File: src/rtl/rv32i_pkg.sv
// Shared types and defaults for the RV32I issue controller.
// FSM encodings and sizing constants used by the top and scoreboard.
package rv32i_pkg;

  localparam int REG_BITS_DEF     = 5;
  localparam int MAX_INFLIGHT_DEF = 4;

  typedef enum logic [1:0] {
    ST_RUN   = 2'd0,
    ST_STALL = 2'd1,
    ST_DRAIN = 2'd2
  } state_t;

endpackage

File: src/rtl/rv32i_scoreboard.sv
// Register busy bitmap with set/clear and same-cycle writeback bypass.
// x0 is never tracked; a simultaneous set and clear of one register sets.
module rv32i_scoreboard
  import rv32i_pkg::*;
#(
  parameter int REG_BITS = REG_BITS_DEF
) (
  input  logic                     clk,
  input  logic                     rst_n,
  input  logic                     set_en,
  input  logic [REG_BITS-1:0]      set_addr,
  input  logic                     clr_en,
  input  logic [REG_BITS-1:0]      clr_addr,
  input  logic                     flush,
  input  logic [REG_BITS-1:0]      rs1_addr,
  input  logic [REG_BITS-1:0]      rs2_addr,
  output logic [(1<<REG_BITS)-1:0] pending,
  output logic                     rs1_busy,
  output logic                     rs2_busy
);

  localparam int NREG = 1 << REG_BITS;

  logic [NREG-1:0] pend_q;
  logic [NREG-1:0] pend_d;

  always_comb begin
    pend_d = pend_q;
    if (clr_en) pend_d[clr_addr] = 1'b0;
    if (set_en) pend_d[set_addr] = 1'b1;
    if (flush) pend_d = '0;
    pend_d[0] = 1'b0;
  end

  always_ff @(posedge clk or negedge rst_n) begin
    if (!rst_n) pend_q <= '0;
    else pend_q <= pend_d;
  end

  assign pending = pend_q;

  // A register retiring this cycle is already free for the reader.
  assign rs1_busy = pend_q[rs1_addr]
                  & ~(clr_en & (clr_addr == rs1_addr));
  assign rs2_busy = pend_q[rs2_addr]
                  & ~(clr_en & (clr_addr == rs2_addr));

endmodule

File: src/rtl/rv32i_issue_ctrl.sv
// Issue controller: RAW hazard stall, in-flight limit and flush drain.
// issue_o is combinational so decode can hand off in the same cycle.
module rv32i_issue_ctrl
  import rv32i_pkg::*;
#(
  parameter int REG_BITS     = REG_BITS_DEF,
  parameter int MAX_INFLIGHT = MAX_INFLIGHT_DEF
) (
  input  logic                                clk_i,
  input  logic                                rst_ni,
  input  logic                                clear_i,
  input  logic                                fetch_valid_i,
  input  logic [REG_BITS-1:0]                 rs1_addr_i,
  input  logic [REG_BITS-1:0]                 rs2_addr_i,
  input  logic [REG_BITS-1:0]                 rd_addr_i,
  input  logic                                uses_rs1_i,
  input  logic                                uses_rs2_i,
  input  logic                                writes_rd_i,
  input  logic                                ex_ready_i,
  input  logic                                retire_i,
  input  logic                                wb_we_i,
  input  logic [REG_BITS-1:0]                 wb_rd_addr_i,
  output logic                                issue_o,
  output logic                                stall_o,
  output logic [1:0]                          state_o,
  output logic [(1<<REG_BITS)-1:0]            pending_o,
  output logic [$clog2(MAX_INFLIGHT):0]       inflight_o,
  output logic                                err_o
);

  localparam int CW = $clog2(MAX_INFLIGHT) + 1;

  state_t        state_q;
  logic [CW-1:0] inflight_q;
  logic          err_q;

  logic rs1_busy, rs2_busy;
  logic hazard, full, wb_clr;
  logic retire_ok, retire_bad;
  logic drain_done, set_en;

  assign wb_clr = retire_i & wb_we_i;

  assign hazard = (uses_rs1_i & (rs1_addr_i != '0) & rs1_busy)
                | (uses_rs2_i & (rs2_addr_i != '0) & rs2_busy);

  assign full = (inflight_q == CW'(MAX_INFLIGHT)) & ~retire_i;

  assign issue_o = fetch_valid_i & ex_ready_i & ~hazard & ~full
                 & ~clear_i & (state_q != ST_DRAIN);

  assign stall_o = fetch_valid_i & ~issue_o & ~clear_i;

  assign retire_ok  = retire_i & (inflight_q != '0);
  assign retire_bad = retire_i & (inflight_q == '0);

  assign drain_done = (state_q == ST_DRAIN)
                    & (inflight_q == '0) & ~clear_i;

  assign set_en = issue_o & writes_rd_i & (rd_addr_i != '0);

  rv32i_scoreboard #(
    .REG_BITS (REG_BITS)
  ) u_sb (
    .clk      (clk_i),
    .rst_n    (rst_ni),
    .set_en   (set_en),
    .set_addr (rd_addr_i),
    .clr_en   (wb_clr),
    .clr_addr (wb_rd_addr_i),
    .flush    (drain_done),
    .rs1_addr (rs1_addr_i),
    .rs2_addr (rs2_addr_i),
    .pending  (pending_o),
    .rs1_busy (rs1_busy),
    .rs2_busy (rs2_busy)
  );

  always_ff @(posedge clk_i or negedge rst_ni) begin
    if (!rst_ni) begin
      state_q <= ST_RUN;
    end else if (clear_i) begin
      state_q <= ST_DRAIN;
    end else begin
      unique case (state_q)
        ST_RUN:   if (stall_o) state_q <= ST_STALL;
        ST_STALL: if (issue_o | ~fetch_valid_i) state_q <= ST_RUN;
        ST_DRAIN: if (inflight_q == '0) state_q <= ST_RUN;
        default:  state_q <= ST_RUN;
      endcase
    end
  end

  always_ff @(posedge clk_i or negedge rst_ni) begin
    if (!rst_ni) begin
      inflight_q <= '0;
    end else begin
      unique case (1'b1)
        issue_o & ~retire_ok: inflight_q <= inflight_q + CW'(1);
        retire_ok & ~issue_o: inflight_q <= inflight_q - CW'(1);
        default:              inflight_q <= inflight_q;
      endcase
    end
  end

  // Leaving drain with a busy register means a writeback went missing.
  always_ff @(posedge clk_i or negedge rst_ni) begin
    if (!rst_ni) err_q <= 1'b0;
    else if (retire_bad | (drain_done & (|pending_o))) err_q <= 1'b1;
  end

  assign state_o    = state_q;
  assign inflight_o = inflight_q;
  assign err_o      = err_q;

endmodule

File: config.mk
export PLATFORM = sky130hd
export DESIGN_NAME = rv32i_issue_ctrl
export DESIGN_NICKNAME = d
export VERILOG_FILES = /design/src/rtl/rv32i_pkg.sv /design/src/rtl/rv32i_scoreboard.sv /design/src/rtl/rv32i_issue_ctrl.sv
export SDC_FILE = /design/constraint.sdc
export NUM_CORES = 1
export LEC_CHECK = 0
export ABC_CLOCK_PERIOD_IN_PS = 9200
export CAP_MARGIN = 40
export CORE_ASPECT_RATIO = 1.75
export CORE_MARGIN = 2
export CORE_UTILIZATION = 54
export DETAILED_ROUTE_END_ITERATION = 8
export PLACE_DENSITY = 0.88
export SYNTH_ARGS = -nofsm -noshare
export SYNTH_HDL_FRONTEND = slang
export SYNTH_SLANG_ARGS = --single-unit
File: constraint.sdc
create_clock -name clk_i -period 9.2 [get_ports clk_i]
set_input_delay 2.3 -clock clk_i [delete_from_list [all_inputs] [get_ports clk_i]]
set_output_delay 2.3 -clock clk_i [all_outputs]
set_load 0.05 [all_outputs]
==> reports/metrics.yaml, run 1 <==
run_status:
  status: "finished, final reports clean"
power:
  intPower_uw: 311
  power.share.sequential: 0.382
  netSwitchingPower_uw: 199
  leakagePower_nw: 1.63
  pwr-share-comb: 0.393
  p_sw_frac: 0.390
  peakVddDrop_uv: 183
  clkPwrFrac: 0.225
  powerDensity_mw_per_mm2: 145
detailed_routing:
  drtIter0Drc: 170
  wl_met3_um: 499
  routed_wirelength_um: 8530
  drc: 0
  met1Wirelength_um: 3020
  wl_met2_um: 4610
  vias_per_cell: 6.94
  antenna_left: 0
  firstDrtPassIters: 4
  post_drt_wl_per_cell_um: 22.2
  highest_layer: "met4"
  num_vias: 2670
sta:
  finalHoldViolations: 0
  max_clock_freq_ghz: 0.128
  rsz0062_at_grt: "no"
  whs_ns: 0.475
  period_minus_slack_ns: 7.79
  finalWorstSetupSlack_ns: 1.41
  tns_ns: 0
  slew_headroom: 0.462
  drv_slew: 0
  setup_violations: 0
  fin_crit_sh: 0.847
  clock-skew-final_ns: 0.00687
  worstMarginPinSlew_ns: 0.804
clock_tree:
  cts_htree_levels: 2
  clock-root-buffer: "clkbuf_8"
  cts_made_buffers: 5
  cts_resized: 0
  cts.path.max_buffers: 2
  cts_setup_buffers: 0
  cts_tree: "done"
  cts.sinks: 37
  cts_hold_buf: 0
  clk_latency_ns: 0.30
  clk_pin_slew_ns: 0.07
global_routing:
  grt_pass1_wl_um: 13500
  grt_usage: 0.309
  grt_max_degree: 38
  grt_pass1_vias: 2717
  grt-ovfl-total: 0
  antenna_found_initial: 0
worst_setup_path:
  crit_required_ns: 6.90
  arrival_ns: 5.49
  r2r-start: "u_sb.pending[19]"
  r2r_end: "inflight_o[2]"
  crit_path_end_kind: "output pin"
  crit_start: "rs1_addr_i[1]"
  cp_max_fo: 18
  crit_path_start_kind: "input port"
  path_class: "in2out"
  critPathCapture: "stall_o"
  r2r_cells: 13
  reg2reg_slack_ns: 6.31
floorplan:
  rows: 34
  coreArea_mm2: 0.00498
  fp.dieArea_mm2: 0.00578
  floorplan.initialDensity: 0.561
  die_h_um: 99.1
  pin_count: 70
  die-width_um: 58.4
yosys:
  synth-seq-cells: 37
  seq_area_frac_synth: 0.332
  synth_edf_count: 0
  synth.cell_area_mm2: 0.00279
  syn_nets: 309
  synth_flop_cell: "dfrtp_1"
  synth-async-reset-ratio: 1.00
  syn_area_per_cell_um2: 10.1
  ys_types: 49
  synthCells: 277
  yosysWarnings: 0
placed_design:
  io_buffers: 68
  place.gp.congestion: 0.992
  dp_slack_ns: 1.42
  place_hpwl_um: 6420
cells_and_area:
  fillers: 369
  final_util: 0.706
  antenna_cells: 0
  final-seq-area_um2: 926
  area_growth_pct: 25.9
  layout-drive-gt1-share: 0.121
  multiInputGateArea_mm2: 0.00170
  nNetsFinal: 363
worst_hold_path:
  hp-class: "reg2reg"
  hold_path_depth: 1
run:
  cap_violations: 0
cell usage in the layout, fill, tap and decap left out, types with 2 or more instances in the layout:
| cell type | netlist | routed |
|---|---|---|
| xnor2_1 | 3 | 3 |
| nor3b_1 | 7 | 7 |
| buf_4 | 4 | 3 |
| and2_1 | 3 | 3 |
| nand2b_1 | 2 | 2 |
| nor2_1 | 14 | 14 |
| mux2_2 | 2 | 2 |
| o2bb2ai_1 | 2 | 2 |
| inv_1 | 3 | 3 |
| o21ai_0 | 4 | 4 |
| nand3_1 | 5 | 5 |
| a41o_1 | 15 | 15 |
| mux2i_1 | 7 | 7 |
| nor3_1 | 7 | 7 |
| a32o_1 | 4 | 4 |
| clkdlybuf4s50_1 | 0 | 68 |
| o211a_1 | 14 | 14 |
| nand2_1 | 30 | 30 |
| nand4_1 | 4 | 4 |
| and3b_1 | 3 | 3 |
| o211ai_1 | 2 | 2 |
| a21oi_1 | 14 | 14 |
| or4_1 | 2 | 2 |
| and3_1 | 4 | 4 |
| a31o_2 | 10 | 10 |
| nor4_1 | 10 | 10 |
| mux4_2 | 13 | 13 |
| dfrtp_1 | 37 | 37 |
| nand3b_1 | 4 | 4 |
| or2_2 | 2 | 2 |
| xor2_1 | 10 | 10 |
| clkbuf_8 | 0 | 6 |
logic make-up after synthesis:
group,after synthesis,share of synthesized area
muxes,23,0.147
AOI/OAI and AO/OA,71,0.213
other,1,0.00134
buffers and inverters,28,0.0578
adders and majority gates,2,0.0117
xor gates and xnor gates,13,0.0408
DFF,37,0.332
and+or+nand+nor,102,0.196
Yosys cell counts (4+ instances only):
| library cell | count | area share |
|---|---|---|
| dfrtp_1 | 37 | 0.33 |
| o211a_1 | 14 | 0.050 |
| nand3b_1 | 4 | 0.011 |
| buf_2 | 9 | 0.016 |
| mux4_2 | 13 | 0.10 |
| buf_6 | 4 | 0.016 |
| a31o_2 | 10 | 0.031 |
| mux2i_1 | 7 | 0.025 |
| a32o_1 | 4 | 0.014 |
| nand2_1 | 30 | 0.040 |
| clkbuf_1 | 6 | 0.0081 |
| nand4_1 | 4 | 0.0090 |
| xor2_1 | 10 | 0.031 |
| a41o_1 | 15 | 0.054 |
| o21ai_0 | 4 | 0.0072 |
| nor3b_1 | 7 | 0.019 |
| and3_1 | 4 | 0.0090 |
| nor2_1 | 14 | 0.019 |
| nor3_1 | 7 | 0.013 |
| nor4_1 | 10 | 0.022 |
| nand3_1 | 5 | 0.0090 |
| a21oi_1 | 14 | 0.025 |
| buf_4 | 4 | 0.011 |
power groups by stage:
stage	registers [mW]	logic [mW]	clock network, mW
2_1_floorplan	0.243	0.0839	0
3_3_place_gp	0.197	0.192	0
3_5_place_dp	0.198	0.199	0
4_1_cts	0.195	0.200	0.115
5_1_grt	0.198	0.213	0.120
6_report	0.195	0.200	0.115
how the worst min path moves through the flow:
stage                     startpoint         end  slack [ns]
after CTS                 state_o[1]  state_o[0]        0.48
after floorplan           state_o[1]  state_o[0]        0.76
final                     state_o[1]  state_o[0]        0.48
after global routing      state_o[1]  state_o[0]        0.49
after detailed placement  state_o[1]  state_o[0]        0.47
after global placement    state_o[1]  state_o[0]        0.46
layout make-up:
type	count	area share
Clock buffer	7	0.0246
Inverter	3	0.00321
Multi-Input combinational cell	212	0.485
Sequential cell	37	0.264
Tap cell	54	0.0192
Timing Repair Buffer	72	0.204
through the flow:
step	total power, mW	cells	cell area, µm²
floorplan	0.327	277	2790
global placement	0.390	377	3410
detailed placement	0.397	378	3430
CTS	0.510	385	3510
global route	0.531	385	3510
finish	0.510	385	3510
per-layer routing:
| metal | track usage | vias up |
|---|---|---|
| met5 | 0 | - |
| met4 | 0.190 | 0 |
| met3 | 0.0299 | 33 |
| met2 | 0.532 | 145 |
| met1 | 0.356 | 1307 |
| li1 | - | 1185 |
critical path, cell delays in order:
cell	delay [ns]
clkdlybuf4s50_1	0.89
mux4_1	0.64
mux2i_1	0.15
o2111ai_1	0.14
nand4_1	0.10
o311a_1	0.22
buf_4	0.25
a21oi_1	0.09
clkdlybuf4s50_1	0.70
state kept, by name (all words and copies together), names as in the netlist:
signal	cells
err_o	1
u_sb.pending	31
inflight_o	3
state_o	2
(Power assumes the default switching activity.)
==> inputs of run 2 (changes only) <==
--- a/config.mk
+++ b/config.mk
@@ -5,13 +5,13 @@
 export SDC_FILE = /design/constraint.sdc
 export NUM_CORES = 1
 export LEC_CHECK = 0
-export ABC_CLOCK_PERIOD_IN_PS = 9200
+export ABC_CLOCK_PERIOD_IN_PS = 6300
 export CAP_MARGIN = 40
 export CORE_ASPECT_RATIO = 1.75
 export CORE_MARGIN = 2
-export CORE_UTILIZATION = 54
+export CORE_UTILIZATION = 45
 export DETAILED_ROUTE_END_ITERATION = 8
-export PLACE_DENSITY = 0.88
+export PLACE_DENSITY = 0.78
 export SYNTH_ARGS = -nofsm -noshare
 export SYNTH_HDL_FRONTEND = slang
 export SYNTH_SLANG_ARGS = --single-unit
==> constraint.sdc (replaced) <==
create_clock -name clk_i -period 6.3 [get_ports clk_i]
set_input_delay 1.575 -clock clk_i [delete_from_list [all_inputs] [get_ports clk_i]]
set_output_delay 1.575 -clock clk_i [all_outputs]
set_load 0.05 [all_outputs]
==> run 2 against run 1 <==
  * Design area rose by 1.1%
  * Sequential power rose by 47%
  * Die area rose by 19%
  * Largest power group unchanged
  * Cell count rose by 6.8%
  * Via count rose by 0.56%
  * Sequential share of layout area fell by 0.30 points
  * Clock-buffer cell count did not move
  * Largest cell class unchanged
  * First-iteration DRC count fell by 7.6%
  * Worst setup slack got worse by 0.59 ns
==> reports/metrics.yaml, run 2 (synthesized netlist as in run 1, its figures left out) <==
run_status:
  status: "finished, final reports clean"
global_routing:
  grt_pass1_vias: 2832  # +4.2%
  grt_usage: 0.263  # -0.0462
  antenna_found_initial: 0  # unchanged
  grt_pass1_wl_um: 14100  # +4.0%
  grt_max_degree: 38  # unchanged
  grt-ovfl-total: 0  # unchanged
worst_hold_path:
  hp-class: "reg2reg"
clock_tree:
  cts_made_buffers: 5  # unchanged
  clk_latency_ns: 0.29  # about the same
  cts.path.max_buffers: 2  # unchanged
  cts_htree_levels: 2  # unchanged
  clock-root-buffer: "clkbuf_8"
  cts_resized: 0  # unchanged
  cts_tree: "done"
  cts.sinks: 37  # unchanged
  cts_hold_buf: 0  # unchanged
  clk_pin_slew_ns: 0.07  # about the same
  cts_setup_buffers: 0  # unchanged
placed_design:
  dp_slack_ns: 0.776  # -0.644 ns
  placed_area_mm2: 0.00347  # +1.2%
  place_hpwl_um: 6530  # +1.8%
  io_buffers: 68  # unchanged
  place.gp.congestion: 0.913  # -8.0%
  dp_cells: 404  # +6.9%
floorplan:
  die_h_um: 108  # +9.2%
  pin_count: 70  # unchanged
  coreArea_mm2: 0.00609  # +22%
  rows: 38  # +12%
  die-width_um: 63.5  # +8.9%
  floorplan.initialDensity: 0.459  # -0.102
  fp.dieArea_mm2: 0.00687  # +19%
worst_setup_path:
  cp_slowest_cell: "clkdlybuf4s50_1"
  cp_cell_sequence: "clkdlybuf4s50_1 -> mux4_2 -> mux2i_1 -> mux2i_1 -> nand4_1 -> o311a_1 -> and2_1 -> buf_12"
  crit_family: "buffers and inverters"
  crit_buf_inv: 2  # -1
  crit_path_end_kind: "output pin"
  crit_path_start_kind: "input port"
  path_common_cell: "mux2i_1"
  arrival_ns: 3.90  # -1.59 ns
  cp_max_fo: 10  # -8
  path_class: "in2out"
  slowest_delay_ns: 0.81  # -0.08 ns
  crit_required_ns: 4.72  # -2.18 ns
detailed_routing:
  firstDrtPassIters: 4  # unchanged
  drtIter0Drc: 157  # -7.6%
  routed_wirelength_um: 8770  # +2.8%
  num_vias: 2685  # +0.56%
  post_drt_wl_per_cell_um: 21.3  # -3.7%
  antenna_left: 0  # unchanged
  drc: 0  # unchanged
  vias_per_cell: 6.53  # -5.8%
power:
  powerDensity_mw_per_mm2: 210  # +44%
  peakVddDrop_uv: 241  # +32%
  leakagePower_nw: 1.64  # +0.41%
cells_and_area:
  final_cells: 411  # +6.8%
  largest_reg_flops: 31  # unchanged
  final_cell_mix: "clkdlybuf4s50_1, dfrtp_1, nand2_1"
  area_growth_pct: 27.3
  layout-drive-gt1-share: 0.127  # +0.00604
  final_util: 0.584  # -0.122
  antenna_cells: 0  # unchanged
  fillers: 580  # +57%
  nNetsFinal: 363  # unchanged
  final_common_cell: "clkdlybuf4s50_1"
  stdcell_area_mm2: 0.00355  # +1.1%
run:
  cap_violations: 0  # unchanged
sta:
  drv_slew: 0  # unchanged
  tns_ns: 0  # unchanged
  period_minus_slack_ns: 5.47
  rsz0062_at_grt: "no"
  finalHoldViolations: 0  # unchanged
  max_clock_freq_ghz: 0.183
  fin_crit_sh: 0.869
  worstMarginPinSlew_ns: 0.876  # +0.0716 ns
  clock-skew-final_ns: 0.00458  # -0.00229 ns
  slew_headroom: 0.414  # -0.0479
  setup_violations: 0  # unchanged
  finalWorstSetupSlack_ns: 0.825  # -0.586 ns
-- run 2: cell type report --
| class | count | area [µm²] | area share |
|---|---|---|---|
| Tap cell | 80 | 100 | 0.0282 |
| Multi-Input combinational cell | 212 | 1700 | 0.480 |
| Sequential cell | 37 | 926 | 0.261 |
| Inverter | 3 | 11.3 | 0.00317 |
| Timing Repair Buffer | 72 | 726 | 0.204 |
| Clock buffer | 7 | 86.3 | 0.0243 |
-- run 2: through the flow --
| stage | hold slack [ns] | power, mW |
|---|---|---|
| floorplan | 0.758 | 0.478 |
| global placement | 0.468 | 0.570 |
| detailed placement | 0.473 | 0.581 |
| CTS | 0.498 | 0.748 |
| global route | 0.520 | 0.775 |
| finish | 0.494 | 0.744 |
-- run 2: final timing paths --
check / cells after the start / start / to / slack [ns]
worst max register to register: 13 / u_sb.pending[25] / inflight_o[2] / 3.28
max in group asynchronous: 2 / rst_ni / inflight_o[0] / 4.25
min in group asynchronous: 2 / rst_ni / u_sb.pending[4] / 1.70
worst min register to register: 1 / state_o[1] / state_o[0] / 0.49
worst min-delay path: 1 / state_o[1] / state_o[0] / 0.49
worst max-delay path: 8 / rs2_addr_i[0] / issue_o / 0.83
-- run 2: where the power goes --
| part | switching [mW] | leakage (nW) | internal [mW] |
|---|---|---|---|
| sequential | 0.0268 | 0.501 | 0.259 |
| clock | 0.0806 | 0.0443 | 0.0868 |
| combinational | 0.183 | 1.09 | 0.108 |
-- run 2: layer usage --
metal,up-vias,track usage,share of wire
met3,27,0.0302,0.062
li1,1193,-,-
met1,1327,0.288,0.35
met2,138,0.479,0.55
met5,-,0,0
met4,0,0.157,0.033
